<file path="src/rtl/matmul_pkg.sv">
// Shared types and constants for the 3x3 matrix-multiply memory subsystem.
package matmul_pkg;

    localparam int unsigned DEF_AW = 5;
    localparam int unsigned DEF_DW = 8;
    localparam int unsigned NPORT  = 3;
    localparam int unsigned ID_W   = 2;

    localparam logic [ID_W-1:0] PORT_LOAD = 2'd0;
    localparam logic [ID_W-1:0] PORT_WB   = 2'd1;
    localparam logic [ID_W-1:0] PORT_HOST = 2'd2;

    typedef enum logic {
        ARB    = 1'b0,
        LOCKED = 1'b1
    } arb_state_e;

    typedef struct packed {
        logic            valid;
        logic [ID_W-1:0] id;
    } rd_tag_t;

    // (p + k) mod NPORT for p, k in 0..NPORT-1
    function automatic logic [ID_W-1:0] port_add(input logic [ID_W-1:0] p,
                                                 input logic [ID_W-1:0] k);
        logic [ID_W:0] s;
        s = {1'b0, p} + {1'b0, k};
        return (s > {1'b0, PORT_HOST}) ? ID_W'(s - 3'(NPORT)) : s[ID_W-1:0];
    endfunction

endpackage

</file>
<file path="src/rtl/rd_tag_pipe.sv">
// Read-return tag pipeline: delays {valid,id} by RD_LAT cycles and decodes it
// into the per-port rvalid one-hot.
module rd_tag_pipe
    import matmul_pkg::*;
#(
    parameter int unsigned RD_LAT = 1
) (
    input  logic             clk,
    input  logic             rst_n,
    input  rd_tag_t          i_tag,
    output logic [NPORT-1:0] o_rvalid
);

    rd_tag_t r_pipe [RD_LAT];

    always_ff @(posedge clk or negedge rst_n) begin
        if (!rst_n) begin
            for (int i = 0; i < int'(RD_LAT); i++) r_pipe[i] <= '0;
        end else begin
            r_pipe[0] <= i_tag;
            for (int i = 1; i < int'(RD_LAT); i++) r_pipe[i] <= r_pipe[i-1];
        end
    end

    assign o_rvalid = r_pipe[RD_LAT-1].valid ? (NPORT'(1) << r_pipe[RD_LAT-1].id) : '0;

endmodule

</file>
<file path="src/rtl/matmul_mem_arbiter.sv">
// Round-robin arbiter with burst lock sharing the single-port operand/result
// memory between loader, writeback and host ports; reads are tagged back.
module matmul_mem_arbiter
    import matmul_pkg::*;
#(
    parameter int unsigned AW       = DEF_AW,
    parameter int unsigned DW       = DEF_DW,
    parameter int unsigned RD_LAT   = 1,
    parameter int unsigned LOCK_MAX = 16
) (
    input  logic                clk,
    input  logic                rst,
    input  logic [NPORT-1:0]    req,
    input  logic [NPORT-1:0]    we,
    input  logic [NPORT-1:0]    lock,
    input  logic [NPORT*AW-1:0] addr,
    input  logic [NPORT*DW-1:0] wdata,
    output logic [NPORT-1:0]    gnt,
    output logic [NPORT-1:0]    rvalid,
    output logic [DW-1:0]       rdata,
    output logic                lock_timeout,
    output logic                mem_en,
    output logic                mem_we,
    output logic [AW-1:0]       mem_addr,
    output logic [DW-1:0]       mem_wdata,
    input  logic [DW-1:0]       mem_rdata
);

    localparam int unsigned CNT_W = $clog2(LOCK_MAX + 1);

    arb_state_e       r_state, w_state_nxt;
    logic [ID_W-1:0]  r_rr_ptr, w_rr_nxt;
    logic [ID_W-1:0]  r_owner, w_owner_nxt;
    logic [CNT_W-1:0] r_lock_cnt, w_lock_cnt_nxt;
    logic             r_lock_timeout;
    logic             w_timeout_set;
    logic [NPORT-1:0] w_gnt;
    logic [ID_W-1:0]  w_gid;
    logic [ID_W-1:0]  w_cand;
    logic             w_found;
    rd_tag_t          w_tag;

    always_ff @(posedge clk or negedge rst) begin
        if (!rst) begin
            r_state        <= ARB;
            r_rr_ptr       <= PORT_LOAD;
            r_owner        <= PORT_LOAD;
            r_lock_cnt     <= '0;
            r_lock_timeout <= 1'b0;
        end else begin
            r_state        <= w_state_nxt;
            r_rr_ptr       <= w_rr_nxt;
            r_owner        <= w_owner_nxt;
            r_lock_cnt     <= w_lock_cnt_nxt;
            r_lock_timeout <= r_lock_timeout | w_timeout_set;
        end
    end

    // Grant selection and next-state
    always_comb begin
        w_state_nxt    = r_state;
        w_rr_nxt       = r_rr_ptr;
        w_owner_nxt    = r_owner;
        w_lock_cnt_nxt = r_lock_cnt;
        w_timeout_set  = 1'b0;
        w_gnt          = '0;
        w_gid          = r_rr_ptr;
        w_cand         = r_rr_ptr;
        w_found        = 1'b0;
        case (r_state)
            ARB: begin
                w_lock_cnt_nxt = '0;
                for (int k = 0; k < int'(NPORT); k++) begin
                    w_cand = port_add(r_rr_ptr, ID_W'(k));
                    if (!w_found && req[w_cand]) begin
                        w_found = 1'b1;
                        w_gid   = w_cand;
                    end
                end
                if (w_found) begin
                    w_gnt[w_gid] = 1'b1;
                    w_rr_nxt     = port_add(w_gid, ID_W'(1));
                    if (lock[w_gid]) begin
                        w_state_nxt    = LOCKED;
                        w_owner_nxt    = w_gid;
                        w_lock_cnt_nxt = CNT_W'(1);
                    end
                end
            end
            LOCKED: begin
                w_gid          = r_owner;
                w_gnt[r_owner] = req[r_owner];
                w_lock_cnt_nxt = (r_lock_cnt == CNT_W'(LOCK_MAX)) ? r_lock_cnt
                                                                  : r_lock_cnt + CNT_W'(1);
                // the cycle that brings the hold count to LOCK_MAX is the last one
                if (w_lock_cnt_nxt == CNT_W'(LOCK_MAX)) begin
                    w_state_nxt   = ARB;
                    w_timeout_set = 1'b1;
                end else if (!lock[r_owner]) begin
                    w_state_nxt = ARB;
                end
            end
            default: w_state_nxt = ARB;
        endcase
    end

    assign gnt          = rst ? w_gnt : '0;
    assign mem_en       = |gnt;
    assign mem_we       = mem_en & we[w_gid];
    assign mem_addr     = mem_en ? addr[AW*32'(w_gid) +: AW] : '0;
    assign mem_wdata    = mem_en ? wdata[DW*32'(w_gid) +: DW] : '0;
    assign lock_timeout = r_lock_timeout;

    assign w_tag.valid = mem_en & ~mem_we;
    assign w_tag.id    = w_gid;

    rd_tag_pipe #(
        .RD_LAT (RD_LAT)
    ) u_rd_tag_pipe (
        .clk      (clk),
        .rst_n    (rst),
        .i_tag    (w_tag),
        .o_rvalid (rvalid)
    );

    assign rdata = (|rvalid) ? mem_rdata : '0;

endmodule
</file>
<file path="config.mk">
export PLATFORM = sky130hd
export DESIGN_NAME = matmul_mem_arbiter
export DESIGN_NICKNAME = d
export VERILOG_FILES = /design/src/rtl/matmul_pkg.sv /design/src/rtl/rd_tag_pipe.sv /design/src/rtl/matmul_mem_arbiter.sv
export SDC_FILE = /design/constraint.sdc
export NUM_CORES = 1
export LEC_CHECK = 0
export ABC_CLOCK_PERIOD_IN_PS = 3200
export BUFFER_PORTS_ARGS = -buffer_cell sky130_fd_sc_hd__buf_2
export CORE_AREA = 2 2 76 60
export DETAILED_ROUTE_END_ITERATION = 8
export DIE_AREA = 0 0 78 62
export PLACE_DENSITY = 0.72
export SLEW_MARGIN = 20
export SYNTH_ARGS = -nofsm -noshare
export SYNTH_HDL_FRONTEND = slang
export SYNTH_SLANG_ARGS = --single-unit
export TNS_END_PERCENT = 5
</file>
<file path="constraint.sdc">
create_clock -name clk -period 3.2 [get_ports clk]
set_clock_uncertainty 0.05 [all_clocks]
set_input_delay 0.32 -clock clk [delete_from_list [all_inputs] [get_ports clk]]
set_output_delay 0.32 -clock clk [all_outputs]
set_load 0.03 [all_outputs]
</file>
==> metrics.md <==
| Metric | Value |
|---|---|
| Violated checks | `negative setup slack` |
| HP Class | `in2reg` |
| Maxcap violations | `0` |
| CP endpoint kind | `primary output` |
| Row count | `21` |
| Post-DP HPWL | `3220 um` |
| Crit Path Max Fanout | `8` |
| Setup_tns | `-0.0408 ns` |
| First-pass GRT wire length | `7330 um` |
| Yosys cell types | `52` |
| Core area | `0.00420 mm2` |
| I/O Pins | `88` |
| Mapped Cells | `179` |
| Worst Hold End | `u_rd_tag_pipe.r_pipe[2]` |
| RR Startpoint | `r_rr_ptr[1]` |
| Drt wl/cell | `14.1 um` |
| Most common cell after layout, fill and taps aside | `buf_2` |
| Vias after detailed routing | `1743` |
| Share of layout cells above drive strength 1 | `0.546` |
| Synth Register Bits | `14` |
| Final Cycle Share | `1.00` |
| Finish-stage setup viols | `3` |
| Worst-Skew Late Latency | `0.24 ns` |
| R2r worst-path depth | `10` |
| Worst hold margin | `0.344 ns` |
| Final Hold Fails | `0` |
| Starting DRT DRC Count | `52` |
| Sink Count | `14` |
| Crit path DAT | `2.84 ns` |
| Post-Route WL | `4800 um` |
| Full die area | `0.00484 mm2` |
| Fraction of the mapped netlist area in simple logic gates | `0.242` |
| Post-synth EDFFs | `0` |
| Synthesis warning total | `0` |
| H-tree levels | `1` |
| WHS Path Cells | `3` |
| Area delta synth->final | `57.3%` |
| Crit Path Category | `reg2out` |
| GPL Wtd Cong | `0.895` |
| PortBufs | `87` |
| Critical hold path startpoint | `we[1]` |
| Post-route setup slack | `-0.0142 ns` |
| Synth Area in Compound Gates | `0.257` |
| Min cycle time layout | `3.21 ns` |
| Max Freq | `0.311 GHz` |
| Largest net degree at the start of global routing | `16` |
| Residual DRC count | `0` |
| Starting density of the core | `0.385` |
| Vias/cell | `5.14` |
| Die width | `78 um` |
| Capturing point of the worst reg2reg path | `r_owner[1]` |
| Xor/xnor share of the synthesized area | `0.0162` |
| Cell Area, Synth | `0.00162 mm2` |
| Total Power | `3.48 mW` |
| Outcome | `complete, but fails checks` |
| Leading cell types in the layout, fill and taps excluded | `73 x buf_2, 22 x buf_4, 18 x mux2i_1, 14 x a2bb2oi_1, 13 x dfrtp_1` |
| Worst Path Required | `2.83 ns` |
| Final Max Tran Viols | `0` |
| Num CTS Buffers | `3` |
| CTS max path bufs | `2` |
| Synth Area in Adders | `0.0541` |
| Dpl cell area | `0.00214 mm2` |
| Max VDD drop | `0.837 mV` |
| Worst slew pin tran | `0.587 ns` |
| Fillers | `369` |
| Syn nets | `244` |
| Initial antenna violation count | `0` |
| Power Dens Cells | `1370 mW/mm2` |
| CTS clk-pin slew, worst paths | `0.06 ns` |
| Final net count | `348` |
| Critical path startpoint category | `flop` |
| Total track usage | `0.191` |
| Dpl ws | `0.0385 ns` |
| Mapped Avg Cell Area | `9.04 um2` |
| CTS tree | `done` |
| Mux contribution to synthesized area | `0.144` |
| CTS root buf | `clkbuf_8` |
| Vert. Die Dim | `62 um` |
| GR Overflow Total | `0` |
| DR pass1 iterations | `4` |
| Final antenna diode count | `0` |
| Number of global-route vias before repair | `1613` |
| Static Leak | `1.28 nW` |
| Seq/Total Area, Yosys | `0.217` |
| Normalized max-slew margin | `0.605` |
| Post-route ant nets | `0` |
| Cell area after layout | `0.00254 mm2` |
| RSZ-0062 raised after global routing | `yes` |
| Reg2reg setup slack | `0.44 ns` |
| Largest family of logic cells by synthesized area | `compound AO/OA/AOI/OAI gates` |
| Main synth FF type | `dfrtp_1` |
| Async set-or-reset flop fraction in the synthesized netlist | `1.00` |
==> metrics by stage <==
step	instances	utilization
6_report	339	0.605
3_5_place_dp	324	0.510
4_1_cts	338	0.586
5_1_grt	339	0.605
2_1_floorplan	179	-
3_3_place_gp	324	0.510
==> flip-flops by register name, summed over array words and instances, names as in the netlist <==
signal,count
r_owner,2
r_lock_cnt,5
r_rr_ptr,2
r_state,1
u_rd_tag_pipe.r_pipe,3
lock_timeout,1
==> kinds of logic (layout without fill, tap and decap cells) <==
| logic type | Yosys count | count (layout) |
|---|---|---|
| adders and majority gates | 7 | 7 |
| muxes | 22 | 22 |
| and+or+nand+nor | 68 | 68 |
| DFF | 14 | 14 |
| buffers and inverters | 20 | 122 |
| xor gates and xnor gates | 3 | 3 |
| AOI/OAI and AO/OA | 45 | 46 |
==> worst max path at each step <==
stage | end | startpoint | cells after the start
2_1_floorplan | mem_addr[1] | r_rr_ptr[0] | 12
3_3_place_gp | mem_addr[3] | r_rr_ptr[0] | 11
3_5_place_dp | mem_wdata[5] | r_rr_ptr[1] | 11
4_1_cts | mem_we | r_rr_ptr[1] | 12
5_1_grt | mem_addr[4] | r_rr_ptr[1] | 11
6_report | mem_addr[4] | r_rr_ptr[1] | 11
==> per-layer routing <==
layer  part of all wire  wire length, um  global-route usage
met1               0.43             2060               0.240
met5                  0                0                   0
met2               0.49             2370               0.344
met3              0.067              319              0.0448
met4             0.0083               40              0.0451
==> worst max-delay path, cell delays in order, from the launching register on <==
cell,delay [ns]
dfrtp_2,0.44
ha_4,0.31
mux2i_4,0.27
o22ai_2,0.12
or2_4,0.28
o31ai_4,0.19
inv_1,0.07
ha_2,0.20
a21oi_4,0.17
a41o_4,0.31
nor2_1,0.07
buf_4,0.16
==> cell type report <==
type                            instances  area [um2]  share of cell area
Tap cell                               57        71.3              0.0280
Timing Repair Buffer                  108         684               0.269
Sequential cell                        14         352               0.138
Inverter                               10        37.5              0.0147
Multi-Input combinational cell        146        1350               0.529
Clock buffer                            4        55.1              0.0216
==> synthesized netlist by cell type (2+ instances only) <==
master / n / area (um2)
nor2b_1: 3 / 18.8
nand2b_1: 3 / 18.8
o21ai_0: 4 / 20.0
o22a_1: 2 / 17.5
ha_1: 7 / 87.6
mux2i_2: 2 / 27.5
xnor2_1: 2 / 17.5
a21boi_0: 2 / 15.0
a2bb2oi_1: 14 / 123
nor3b_1: 4 / 30.0
inv_1: 9 / 33.8
clkbuf_1: 3 / 11.3
buf_4: 2 / 15.0
nand3_1: 4 / 20.0
nand2_1: 12 / 45.0
or3_1: 3 / 18.8
buf_6: 4 / 45.0
nor2_2: 9 / 56.3
and3b_1: 2 / 17.5
dfrtp_1: 14 / 350
a21o_1: 2 / 15.0
o22ai_1: 3 / 18.8
nor2_1: 11 / 41.3
and2_1: 9 / 56.3
a21oi_1: 4 / 20.0
mux2i_1: 19 / 190
==> where the power goes <==
group / total (mW) / switching [mW] / leakage (nW) / internal, mW
sequential: 0.306 / 0.0623 / 0.180 / 0.244
combinational: 3.00 / 1.60 / 1.07 / 1.40
clock: 0.173 / 0.0639 / 0.0288 / 0.109
total: 3.48 / 1.73 / 1.28 / 1.76
==> what timing repair did <==
action | in CTS | in global routing
gates resized for setup | 37 | 19
pin swaps | 9 | 4
buffers inserted | 8 | 1
hold buffers | 1 | 0
hold endpoints to repair | 14 | 0
setup endpoints to repair | 15 | 16
cloned | 1 | 0
Note: power is estimated with default switching activity, not from simulation.
